`config.mk`:
```
export PLATFORM = sky130hd
export DESIGN_NAME = trace_scheduler
export DESIGN_NICKNAME = d
export VERILOG_FILES = /design/src/rtl/trace_scheduler.sv
export SDC_FILE = /design/constraint.sdc
export NUM_CORES = 1
export LEC_CHECK = 0
export ABC_AREA = 1
export BUFFER_PORTS_ARGS = -buffer_cell sky130_fd_sc_hd__buf_4
export CAP_MARGIN = 30
export CORE_ASPECT_RATIO = 0.8
export CORE_MARGIN = 2
export CORE_UTILIZATION = 45
export CTS_CLUSTER_DIAMETER = 200
export DETAILED_ROUTE_END_ITERATION = 8
export PLACE_DENSITY = 0.62
export SETUP_SLACK_MARGIN = 0.3
export SLEW_MARGIN = 25
export SYNTH_ARGS = -nofsm -noshare
export SYNTH_HDL_FRONTEND = slang
export SYNTH_SLANG_ARGS = --single-unit
```
`constraint.sdc`:
```
create_clock -name clk -period 5.35 [get_ports clk]
set_clock_uncertainty 0.1 [all_clocks]
set_input_delay 0.8025 -clock clk [delete_from_list [all_inputs] [get_ports clk]]
set_output_delay 0.8025 -clock clk [all_outputs]
set_load 0.05 [all_outputs]
```
`src/rtl/trace_scheduler.sv`:
```
// Trace scheduler: buffers host trace addresses and issues them one at a time to the cache model.
// Optional watchdog in WAIT enabled by defining TRACE_SCHED_TIMEOUT_EN.
module trace_scheduler #(
    parameter int FIFO_DEPTH = 8,
    parameter int ADDR_W     = 32,
    parameter int CNT_W      = 20,
    parameter int GAP_CYCLES = 2,
    parameter int TIMEOUT    = 64
) (
    input  logic                          clk,
    input  logic                          reset,
    input  logic                          enable,
    input  logic                          wr_valid,
    input  logic [ADDR_W-1:0]             wr_addr,
    output logic                          wr_ready,
    input  logic                          cache_done,
    output logic [ADDR_W-1:0]             mem_addr,
    output logic                          trace_ready,
    output logic                          busy,
    output logic [$clog2(FIFO_DEPTH):0]   fifo_level,
    output logic [CNT_W-1:0]              issued_count,
    output logic                          timeout_err
);
    localparam int IDX_W = $clog2(FIFO_DEPTH);
    localparam int LVL_W = IDX_W + 1;
    localparam int GAP_W = (GAP_CYCLES > 1) ? $clog2(GAP_CYCLES) : 1;

    typedef enum logic [1:0] {ST_IDLE, ST_ISSUE, ST_WAIT, ST_GAP} state_t;

    state_t             state_r, state_s;
    logic [ADDR_W-1:0]  fifo_mem_r [FIFO_DEPTH];
    logic [LVL_W-1:0]   wr_ptr_r, rd_ptr_r, level_r, level_s;
    logic               wr_ready_r, trace_ready_r, busy_r;
    logic [ADDR_W-1:0]  mem_addr_r;
    logic [CNT_W-1:0]   issued_r;
    logic [GAP_W-1:0]   gap_cnt_r;
    logic               push_s, pop_s, done_hit_s, timeout_hit_s;

    assign push_s = wr_valid && wr_ready_r;
    assign pop_s  = (state_r == ST_ISSUE);

`ifdef TRACE_SCHED_TIMEOUT_EN
    localparam int WD_W = $clog2(TIMEOUT) + 1;
    logic [WD_W-1:0] wd_cnt_r;
    logic            timeout_err_r;

    // Watchdog: cleared while issuing, counts every WAIT cycle; error flag is sticky until reset.
    always_ff @(posedge clk) begin
        if (reset) begin
            wd_cnt_r      <= {WD_W{1'b0}};
            timeout_err_r <= 1'b0;
        end else begin
            if (state_r == ST_ISSUE) begin
                wd_cnt_r <= {WD_W{1'b0}};
            end else if (state_r == ST_WAIT) begin
                wd_cnt_r <= wd_cnt_r + {{(WD_W-1){1'b0}}, 1'b1};
            end
            if (timeout_hit_s) begin
                timeout_err_r <= 1'b1;
            end
        end
    end

    assign timeout_err = timeout_err_r;
`else
    logic unused_timeout_s;
    assign unused_timeout_s = ^TIMEOUT;
    assign timeout_err      = 1'b0;
`endif

    // Next-state decode; a completion in the same cycle as the watchdog expiry wins.
    always_comb begin
        state_s       = state_r;
        done_hit_s    = 1'b0;
        timeout_hit_s = 1'b0;
        case (state_r)
            ST_IDLE: begin
                if (enable && (level_r != {LVL_W{1'b0}})) begin
                    state_s = ST_ISSUE;
                end else begin
                    state_s = ST_IDLE;
                end
            end
            ST_ISSUE: state_s = ST_WAIT;
            ST_WAIT: begin
                if (cache_done) begin
                    done_hit_s = 1'b1;
                    state_s    = ST_GAP;
`ifdef TRACE_SCHED_TIMEOUT_EN
                end else if (wd_cnt_r == WD_W'(TIMEOUT - 1)) begin
                    timeout_hit_s = 1'b1;
                    state_s       = ST_GAP;
`endif
                end else begin
                    state_s = ST_WAIT;
                end
            end
            ST_GAP: begin
                if (gap_cnt_r == GAP_W'(GAP_CYCLES - 1)) begin
                    state_s = ST_IDLE;
                end else begin
                    state_s = ST_GAP;
                end
            end
            default: state_s = ST_IDLE;
        endcase
    end

    // Occupancy after this cycle's push/pop; simultaneous push and pop leave it unchanged.
    always_comb begin
        level_s = level_r;
        case ({push_s, pop_s})
            2'b10:   level_s = level_r + {{(LVL_W-1){1'b0}}, 1'b1};
            2'b01:   level_s = level_r - {{(LVL_W-1){1'b0}}, 1'b1};
            default: level_s = level_r;
        endcase
    end

    // FIFO storage; flushed logically through the pointers, so the array itself needs no reset.
    always_ff @(posedge clk) begin
        if (push_s) begin
            fifo_mem_r[wr_ptr_r[IDX_W-1:0]] <= wr_addr;
        end
    end

    // Control state, pointers and all registered outputs.
    always_ff @(posedge clk) begin
        if (reset) begin
            state_r       <= ST_IDLE;
            wr_ptr_r      <= {LVL_W{1'b0}};
            rd_ptr_r      <= {LVL_W{1'b0}};
            level_r       <= {LVL_W{1'b0}};
            wr_ready_r    <= 1'b1;
            trace_ready_r <= 1'b0;
            busy_r        <= 1'b0;
            mem_addr_r    <= {ADDR_W{1'b0}};
            issued_r      <= {CNT_W{1'b0}};
            gap_cnt_r     <= {GAP_W{1'b0}};
        end else begin
            state_r       <= state_s;
            level_r       <= level_s;
            wr_ready_r    <= (level_s != LVL_W'(FIFO_DEPTH));
            trace_ready_r <= (state_s == ST_ISSUE);
            busy_r        <= (state_s != ST_IDLE);
            if (push_s) begin
                wr_ptr_r <= wr_ptr_r + {{(LVL_W-1){1'b0}}, 1'b1};
            end
            if (pop_s) begin
                rd_ptr_r <= rd_ptr_r + {{(LVL_W-1){1'b0}}, 1'b1};
            end
            // Address is loaded on ISSUE entry so it is valid together with the strobe.
            if ((state_r == ST_IDLE) && (state_s == ST_ISSUE)) begin
                mem_addr_r <= fifo_mem_r[rd_ptr_r[IDX_W-1:0]];
            end
            if (done_hit_s && (issued_r != {CNT_W{1'b1}})) begin
                issued_r <= issued_r + {{(CNT_W-1){1'b0}}, 1'b1};
            end
            if (state_r == ST_GAP) begin
                gap_cnt_r <= gap_cnt_r + {{(GAP_W-1){1'b0}}, 1'b1};
            end else begin
                gap_cnt_r <= {GAP_W{1'b0}};
            end
        end
    end

    assign wr_ready     = wr_ready_r;
    assign trace_ready  = trace_ready_r;
    assign busy         = busy_r;
    assign mem_addr     = mem_addr_r;
    assign fifo_level   = level_r;
    assign issued_count = issued_r;
endmodule
```
==> impl_metrics.toml, run 1 <==
[cells_and_area]
layout.nets = 1416
syn2layout_area_growth_pct = 17.6
drive_gt1_share_pct = 14.6
fin_cells = 1775
n_antenna_cell = 0
final_util_pct = 53.8

[sta]
hold_violations = 0
setup_viol_count_final = 0
whs_ns = 0.396
layout_setup_ws_ns = 2.78
slew_headroom_pct = 42.9
period_needed_ns = 2.57
min_period_over_period_pct = 48.0
fmax_mhz = 389
rsz0062_at_grt = "false"
slew_viol_final = 0
worst-slew-pin-transition_ns = 0.857
fin_tns_setup_ns = 0

[pwr]
ir_worst_vdd_uv = 330
power_density_nw_per_um2 = 483
leakagePower_nw = 5.99

[status]
status = "complete, no violations"

[detailed_routing]
drt-total-wl_mm = 29.2
drcViolationCount = 0
firstDrtPassIters = 5
drt_iter0_drc = 586
vias = 8982
via_per_inst = 5.06
wl_per_cell_um = 16.5
ant_nets = 0

[setup_path]
critPathLaunchType = "flop"
critPathArrivalTime_ns = 2.91
cp-end-kind = "flop"
critPathBufInv = 3
crit_fanout = 71
worstPathRequired_ns = 5.69
worstSetupPathType = "flop to flop"
critPathSlowestCell = "dfxtp_4"
crit_chain = "buf_4, nor2_1, nor2_1, o21ai_0, nand2_1, inv_1, o21ai_0, o21ai_1, inv_1"
crit_family = "flip-flops"
max_stage_delay_ns = 0.89

[cts]
cts_resized = 0
holdBufCountCts = 0
cts_root_buf = "clkbuf_16"
htreeDepth = 2
postCtsSetupRepairBufs = 0
cts_sinks = 324
cts.clk_slew.worst_paths_ns = 0.06
cts_tree = "built"
clockBufferDepth = 3
insertion_delay_ns = 0.51
numCtsBuffers = 35

[logic_synthesis]
synth_seq_area_share_pct = 67.5
synth_cells = 1293
ys_seq_elements = 324
yosysWarnings = 0
synth_area_um2 = 13400
synthesis.nets = 1336
synth.avg_cell_area_um2 = 10.4
ys_types = 31

[placed_design]
portBuffers = 95
dpl.cell_count = 1711
globalplace.congestion = 0.798
pre_cts_ws_ns = 2.57
dp_hpwl_mm = 17.4

[floorplanning]
die_w_um = 197
io_pins = 97
dieArea_um2 = 31200
start_util_pct = 45.7
rows = 56
die_height_um = 158
core-area_um2 = 29300

[grt]
grt_overflow_total = 0
grt_pass1_vias = 8713
grt_max_degree = 72
grt_usage_pct = 18.9
grt_antenna_before_repair = 0
grt_pass1_wl_mm = 46.3

[run]
cap_violations = 0

[hold_path]
hold_path_class = "flop to flop"
## metrics by stage
stage	cell area [µm²]	power (mW)
3_5_place_dp	14600	5.28
4_1_cts	15700	7.68
2_1_floorplan	13400	4.66
6_report	15800	7.61
3_3_place_gp	14400	5.20
5_1_grt	15800	8.03
## cells in the final DEF (no fill, tap or decap), types with 7 or more instances in the layout
cell type and count:
a21boi_0 30, nor2_4 10, a21oi_2 10, xnor2_1 7, o21ai_0 169, edfxtp_1 256
dfxtp_1 65, a21oi_1 14, clkbuf_16 37, nand3_1 17, o21ai_1 34, xor2_1 9
nor2_1 359, nand2_1 120, clkinv_2 9, buf_4 101, inv_1 94
## state kept, by name (all words and copies together) (netlist names)
register,flops
gap_cnt_r,1
fifo_mem_r,256
wr_ptr_r,3
mem_addr,32
wr_ready,1
state_r,2
trace_ready,1
rd_ptr_r,3
fifo_level,4
busy,1
issued_count,20
## layout make-up
cell class | count | area [µm²]
Clock buffer | 47 | 1000
Timing Repair Buffer | 111 | 990
Tap cell | 377 | 472
Sequential cell | 324 | 9050
Clock inverter | 15 | 131
Fill cell | 2541 | 13500
Multi-Input combinational cell | 804 | 3740
Inverter | 97 | 364
## where the power goes
| group | switching, mW | total [mW] | internal (mW) |
|---|---|---|---|
| clock network | 0.967 | 2.38 | 1.42 |
| registers | 0.210 | 3.21 | 3.00 |
| logic | 1.41 | 2.02 | 0.613 |
| total | 2.58 | 7.61 | 5.03 |
## synthesized netlist by cell type
cell      instances  area [µm²]
nor2_1          367        1380
edfxtp_1        256        7690
o21ai_0         169         846
nand2_1         120         450
inv_1            95         357
dfxtp_1          68        1360
o21ai_1          34         170
a21boi_0         30         225
buf_2            28         140
clkbuf_1         27         101
nand3_1          17        85.1
a21oi_1          15        75.1
a21oi_2           9        78.8
buf_1             9        33.8
xor2_1            9        78.8
xnor2_1           7        61.3
ha_1              6        75.1
nand2_2           6        37.5
nor2_2            4        25.0
buf_4             3        22.5
a21boi_1          2        15.0
inv_2             2        7.51
nor2_4            2        22.5
a31oi_1           1        6.26
buf_8             1        15.0
conb_1            1        3.75
nand2_4           1        11.3
nand4_1           1        6.26
nor3_1            1        5.00
nor3_2            1        10.0
or2_2             1        6.26
## tightest hold or removal path: cells and delay by family, from the launching register on
family | cells | cell delay [ns]
AO/OA/AOI/OAI | 1 | 0.06
flip-flops | 1 | 0.33
AND/OR/NAND/NOR | 1 | 0.07
## path summary, 6_finish.rpt
kind,endpoint,slack [ns],cells after the start,start
setup / recovery,mem_addr[16],2.78,9,rd_ptr_r[0]
hold / removal,wr_ptr_r[0],0.40,2,wr_ptr_r[0]
setup reg to reg,mem_addr[16],2.78,9,rd_ptr_r[0]
hold reg to reg,wr_ptr_r[0],0.40,2,wr_ptr_r[0]
## per-layer routing
layer | vias up | global-route usage (%) | wire (µm)
met5 | - | 0 | 0
met1 | 4307 | 26.7 | 14200
met3 | 42 | 2.90 | 1130
li1 | 4466 | - | -
met4 | 0 | 4.76 | 480
met2 | 167 | 30.9 | 13400
## cells by family after synthesis
group	after synthesis	share of synthesized area, %
compound gates	260	10.6
xor+xnor	16	1.05
fa+ha+maj	6	0.560
buf+inv	165	5.05
flops	324	67.5
other cells	1	0.0280
simple gates	521	15.2
No activity file was read; power rests on OpenSTA's default activity.
==> inputs of run 2 (changes only) <==
--- a/config.mk
+++ b/config.mk
@@ -5,7 +5,7 @@
 export SDC_FILE = /design/constraint.sdc
 export NUM_CORES = 1
 export LEC_CHECK = 0
-export ABC_AREA = 1
+export ABC_AREA = 0
 export BUFFER_PORTS_ARGS = -buffer_cell sky130_fd_sc_hd__buf_4
 export CAP_MARGIN = 30
 export CORE_ASPECT_RATIO = 0.8
@@ -13,7 +13,7 @@
 export CORE_UTILIZATION = 45
 export CTS_CLUSTER_DIAMETER = 200
 export DETAILED_ROUTE_END_ITERATION = 8
-export PLACE_DENSITY = 0.62
+export PLACE_DENSITY = 0.63
 export SETUP_SLACK_MARGIN = 0.3
 export SLEW_MARGIN = 25
 export SYNTH_ARGS = -nofsm -noshare
==> constraint.sdc (replaced) <==
create_clock -name clk -period 2.5 [get_ports clk]
set_clock_uncertainty 0.1 [all_clocks]
set_input_delay 0.375 -clock clk [delete_from_list [all_inputs] [get_ports clk]]
set_output_delay 0.375 -clock clk [all_outputs]
set_load 0.05 [all_outputs]
==> run 2 against run 1 <==
Routed wire length down 12%; flip-flop and latch count unchanged; sequential power is 100% higher; fmax increased by 13%; worst setup slack got worse by 2.6 ns; area after synthesis is 7.8% lower; sequential share of layout area rose by 1.7 points; synthesized cell count decreased by 47%; power up 96%; utilization grew 2.8 points; cell area shrank 2.5%; critical path depth stayed put; critical path type unchanged; critical endpoint is now wr_ready; largest cell class unchanged; largest power group unchanged.
==> impl_metrics.toml, run 2 <==
[logic_synthesis]
synth_area_um2 = 12400
yosys.area.top_type = "edfxtp_1"
ys_types = 47
ys_top_cells_by_area = "edfxtp_1 (62%), mux4_2 (12%), dfxtp_1 (11%), mux2i_1 (2.8%), a211oi_1 (2.1%)"
synth-async-reset-ratio_pct = 0
synth_seq_area_share_pct = 73.3
yosysMostFrequentCell = "edfxtp_1"
synth_cells = 680
synth_common_cells = "edfxtp_1 (256), dfxtp_1 (68), nor2_1 (67)"
yosysWarnings = 0
synth_top_cell_area_share_pct = 62.2
synth-main-ff-cell = "edfxtp_1"
synth-edff-count = 256
synth.avg_cell_area_um2 = 18.2
synthesis.nets = 723
ys_seq_elements = 324

[cells_and_area]
drive_gt1_share_pct = 33.1
syn2layout_area_growth_pct = 24.4
final_cell_mix = "edfxtp_1 (256), buf_4 (111), nor2_1 (66), mux4_2 (64), dfxtp_1 (49)"
largest_register_ffs = 256
final_util_pct = 56.6
final_common_cell = "edfxtp_1"
layout.nets = 876

[placed_design]
dp_hpwl_mm = 14.4
globalplace.congestion = 0.831
portBuffers = 95

[cts]
cts_sinks = 324
htreeDepth = 1
numCtsBuffers = 31
cts_tree = "built"
cts.clk_slew.worst_paths_ns = 0.06
clockBufferDepth = 3
insertion_delay_ns = 0.56
cts_root_buf = "clkbuf_16"

[sta]
fin_tns_setup_ns = 0
fmax_mhz = 438
rsz0062_at_grt = "true"
slew_viol_final = 0
period_needed_ns = 2.28
setup_viol_count_final = 0
hold_violations = 0
min_period_over_period_pct = 91.3
worst-slew-pin-transition_ns = 0.665
slew_headroom_pct = 55.7

[floorplanning]
dieArea_um2 = 28800
core-area_um2 = 27200
die_w_um = 189
io_pins = 97
die_height_um = 152
rows = 54
start_util_pct = 45.5

[setup_path]
critPathLaunchType = "flop"
cp-end-kind = "flop"
crit_fanout = 6
worstPathRequired_ns = 2.83
critPathArrivalTime_ns = 2.61
worstSetupPathType = "flop to flop"

[grt]
grt_pass1_vias = 6836
grt_usage_pct = 17.8
grt_overflow_total = 0
grt_pass1_wl_mm = 39.5
grt_antenna_before_repair = 2
grt_max_degree = 58

[detailed_routing]
wl_per_cell_um = 21.0
firstDrtPassIters = 4
drt-total-wl_mm = 25.7
ant_nets = 0
via_per_inst = 5.38
drt_iter0_drc = 429
drcViolationCount = 0
vias = 6591

[pwr]
ir_worst_vdd_uv = 665
power_density_nw_per_um2 = 970
leakagePower_nw = 5.04

[run]
cap_violations = 0

[hold_path]
hold_path_class = "primary input to flop"

[status]
status = "complete, no violations"
run 2: changes by cell type in the layout (fill, tap and decap cells not counted), sizes merged, moves of 7 or more:
cell / change
nor2: -306
buf: +16
mux4: +64
inv: -93
nand2: -119
a21oi: -14
dlygate4sd3: +32
a21boi: -32
o21ai: -199
nand3: -7
mux2i: +35
xnor2: +7
a211oi: +35
nand4: +7
run 2: worst paths after layout:
check        depth (start not counted)  slack [ns]            to          from
max reg2reg                          9        0.22      wr_ready    state_r[0]
min                                  3        0.04   wr_ptr_r[1]      wr_valid
min reg2reg                          2        0.40  mem_addr[26]  mem_addr[26]
max                                  9        0.22      wr_ready    state_r[0]
run 2: area by class of cell:
| cell class | instances | area [µm²] |
|---|---|---|
| Timing Repair Buffer | 159 | 1450 |
| Clock buffer | 43 | 901 |
| Multi-Input combinational cell | 313 | 3280 |
| Antenna cell | 2 | 5.00 |
| Sequential cell | 324 | 9080 |
| Clock inverter | 15 | 183 |
| Inverter | 4 | 15.0 |
| Fill cell | 2106 | 11800 |
| Tap cell | 364 | 455 |
run 2: cells by family (layout without fill, tap and decap cells):
group                      Yosys count  count (layout)  synth area share (%)
DFF                                324             324                  73.3
muxes                              100             100                  14.6
xor gates and xnor gates            23              23                  1.63
adders and majority gates            6               6                 0.608
other                                1               3                0.0304
buffers and inverters               43             221                  1.42
AOI/OAI and AO/OA                   54              54                  3.03
and+or+nand+nor                    129             129                  5.44
run 2: metal layers:
layer	wire, µm	vias up	GRT usage [%]
met5	0	-	0
li1	-	3026	-
met3	1050	41	2.90
met1	11400	3372	24.9
met4	615	0	4.32
met2	12600	152	29.6
run 2: what timing repair did:
| item | CTS | global route |
|---|---|---|
| setup endpoints to repair | 2 | 4 |
| setup buffers | 7 | 6 |
| endpoints found under the hold margin | 256 | 0 |
| hold buffers | 32 | 0 |
| resized for setup | 2 | 6 |
| pin swaps | 5 | 5 |
run 2: worst max-delay path: stages, from the launching register on:
cell,delay [ns]
dfxtp_4,0.36
and2b_4,0.19
ha_4,0.16
xor2_1,0.15
ha_2,0.18
a21oi_2,0.11
xor2_1,0.17
nor2_1,0.07
xnor2_1,0.19
or4b_4,0.48
run 2: through the flow:
step	hold WS, ns	cell area, µm²	cells	setup slack [ns]	power (mW)
5_1_grt	0.0460	15400	1224	0.131	15.6
6_report	0.0430	15400	1224	0.218	14.9
3_5_place_dp	0.392	13800	1119	0.171	10.1
4_1_cts	0.0215	15300	1216	0.244	15.0
2_1_floorplan	0.374	12500	680	0.269	9.02
3_3_place_gp	0.390	13800	1119	0.191	9.98
run 2: where the power goes:
group	internal, mW	switching, mW	total, mW
clock	2.92	1.96	4.88
combinational	1.42	2.07	3.49
sequential	6.24	0.304	6.54
==> inputs of run 3 (changes only) <==
--- a/config.mk
+++ b/config.mk
@@ -8,12 +8,14 @@
 export ABC_AREA = 0
 export BUFFER_PORTS_ARGS = -buffer_cell sky130_fd_sc_hd__buf_4
 export CAP_MARGIN = 30
+export CELL_PAD_IN_SITES_DETAIL_PLACEMENT = 1
+export CELL_PAD_IN_SITES_GLOBAL_PLACEMENT = 2
 export CORE_ASPECT_RATIO = 0.8
 export CORE_MARGIN = 2
 export CORE_UTILIZATION = 45
 export CTS_CLUSTER_DIAMETER = 200
 export DETAILED_ROUTE_END_ITERATION = 8
-export PLACE_DENSITY = 0.63
+export PLACE_DENSITY = 0.79
 export SETUP_SLACK_MARGIN = 0.3
 export SLEW_MARGIN = 25
 export SYNTH_ARGS = -nofsm -noshare
==> run 3 against run 2 <==
Worst hold slack worse by 0.028 ns; global-route usage up 1.3 points; sequential share of layout area up 1.0 points; largest power group unchanged.
==> impl_metrics.toml, run 3 (synthesized netlist as in run 2, its figures left out) <==
[cts]
insertion_delay_ns = 0.51
cts.clk_slew.worst_paths_ns = 0.06
clockBufferDepth = 3
htreeDepth = 2
cts_tree = "built"
cts_root_buf = "clkbuf_16"
cts_sinks = 324
numCtsBuffers = 34

[pwr]
pwr-share-seq_pct = 43.8
p_clk_share_pct = 32.9
intPower_mw = 10.5
power_density_nw_per_um2 = 981
comb_power_share_pct = 23.3
swShare_pct = 29.3
ir_worst_vdd_uv = 592
switchingPower_mw = 4.33
leakagePower_nw = 4.95

[sta]
slew_headroom_pct = 44.4
fin_tns_setup_ns = 0
setup_viol_count_final = 0
period_needed_ns = 2.26
hold_violations = 0
min_period_over_period_pct = 90.4
slew_viol_final = 0
rsz0062_at_grt = "true"
worst-slew-pin-transition_ns = 0.834
layout_setup_ws_ns = 0.239
fmax_mhz = 442

[setup_path]
worstSetupPathDepth = 9
cp-end-kind = "flop"
crit_fanout = 6
rrSetupSlack_ns = 0.24
crit_top_cell = "xor2_1"
reg2regPathDepth = 9
crit_chain = "and2b_4, ha_4, xor2_1, ha_2, a21oi_2, xor2_1, nor2_1, xnor2_1, or4b_1"
crit_end = "wr_ready"
critPathSlowestCell = "or4b_1"
critPathLaunchType = "flop"
critPathBufInv = 0
crit_family = "simple AND/OR/NAND/NOR gates"
r2r_start = "state_r[0]"
critPathLaunch = "state_r[0]"
worstPathRequired_ns = 2.76
r2r-end = "wr_ready"
max_stage_delay_ns = 0.46
critPathArrivalTime_ns = 2.52
worstSetupPathType = "flop to flop"

[grt]
grt_pass1_wl_mm = 42.0
grt_pass1_vias = 7111
grt_usage_pct = 19.2
grt_max_degree = 71
grt_overflow_total = 0
grt_antenna_before_repair = 1

[hold_path]
hold_path_class = "primary input to flop"
hold_depth = 1

[cells_and_area]
register_area_um2 = 9080
drive_gt1_share_pct = 32.1
layout.nets = 865
final_cell_mix = "edfxtp_1 (256), buf_4 (119), nor2_1 (66), mux4_2 (64), dfxtp_1 (49)"
final_common_cell = "edfxtp_1"
stdcell_area_um2 = 15100
fillCellCount = 2484
largest_register_ffs = 256
syn2layout_area_growth_pct = 22.3
multiInputGateArea_um2 = 3270
final_util_pct = 55.6

[status]
status = "complete, no violations"

[detailed_routing]
vias = 6549
via_per_inst = 5.40
wl_per_cell_um = 22.3
drt-total-wl_mm = 27.0
drcViolationCount = 0
ant_nets = 0
drt_iter0_drc = 391
firstDrtPassIters = 4

[floorplanning]
die_w_um = 189
dieArea_um2 = 28800
die_height_um = 152
core-area_um2 = 27200
start_util_pct = 45.5
rows = 54
io_pins = 97

[placed_design]
dp_hpwl_mm = 15.6
globalplace.congestion = 0.735
pre_cts_ws_ns = 0.109
placed_cell_area_um2 = 13800
portBuffers = 95

[run]
cap_violations = 0
[run 3: cell types whose count changed in the layout (fill, tap and decap cells not counted), sizes merged]
cell | previous run | this run
dlygate4sd3 | 32 | 21
clkbuf | 43 | 49
buf | 127 | 124
clkinvlp | 3 | 0
bufinv | 4 | 3
clkinv | 7 | 8
diode | 2 | 1
[run 3: cell type report]
class                   instances  area share [%]
flip-flops and latches        324            60.1
multi-input cells             313            21.7
repair buffers                145            7.97
clock buffers                  49            6.21
well taps                     364            3.02
clock inverters                12           0.878
inverters                       4          0.0994
diodes                          1          0.0166
[run 3: power by group through the flow]
stage	combinational (mW)	clock, mW	sequential [mW]
floorplan	1.56	0	7.46
global placement	3.35	0	6.57
detailed placement	3.42	0	6.61
CTS	3.51	4.99	6.49
global route	3.71	5.20	6.53
finish	3.45	4.88	6.49
[run 3: metal layers]
layer | vias up | part of all wire, % | track usage (%) | routed length, µm
li1 | 2987 | - | - | -
met1 | 3371 | 43 | 25.4 | 11700
met2 | 152 | 51 | 33.1 | 13800
met3 | 39 | 4.0 | 3.18 | 1070
met4 | 0 | 1.7 | 5.20 | 451
met5 | - | 0 | 0 | 0
[run 3: timing repair]
action / in CTS / in global routing
setup endpoints to repair: 1 / 4
resized for setup: 2 / 2
hold buffers: 20 / 1
buffers inserted: 5 / 0
pin swaps: 4 / 2
endpoints found under the hold margin: 141 / 5
[run 3: per-stage QoR]
step                hold slack, ns  power, mW  instances
finish                      0.0155       14.8       1212
global route               0.00396       15.4       1211
CTS                        0.00138       15.0       1210
detailed placement           0.396       10.0       1124
global placement             0.388       9.92       1124
floorplan                    0.374       9.02        680
[run 3: worst min path at each step]
stage,startpoint,to,slack [ns]
floorplan,wr_addr[0],fifo_mem_r[0][0],0.37
global route,wr_addr[21],fifo_mem_r[2][21],0.004
CTS,wr_addr[28],fifo_mem_r[2][28],0.001
detailed placement,mem_addr[31],mem_addr[31],0.40
finish,wr_addr[31],fifo_mem_r[1][31],0.02
global placement,mem_addr[30],mem_addr[30],0.39
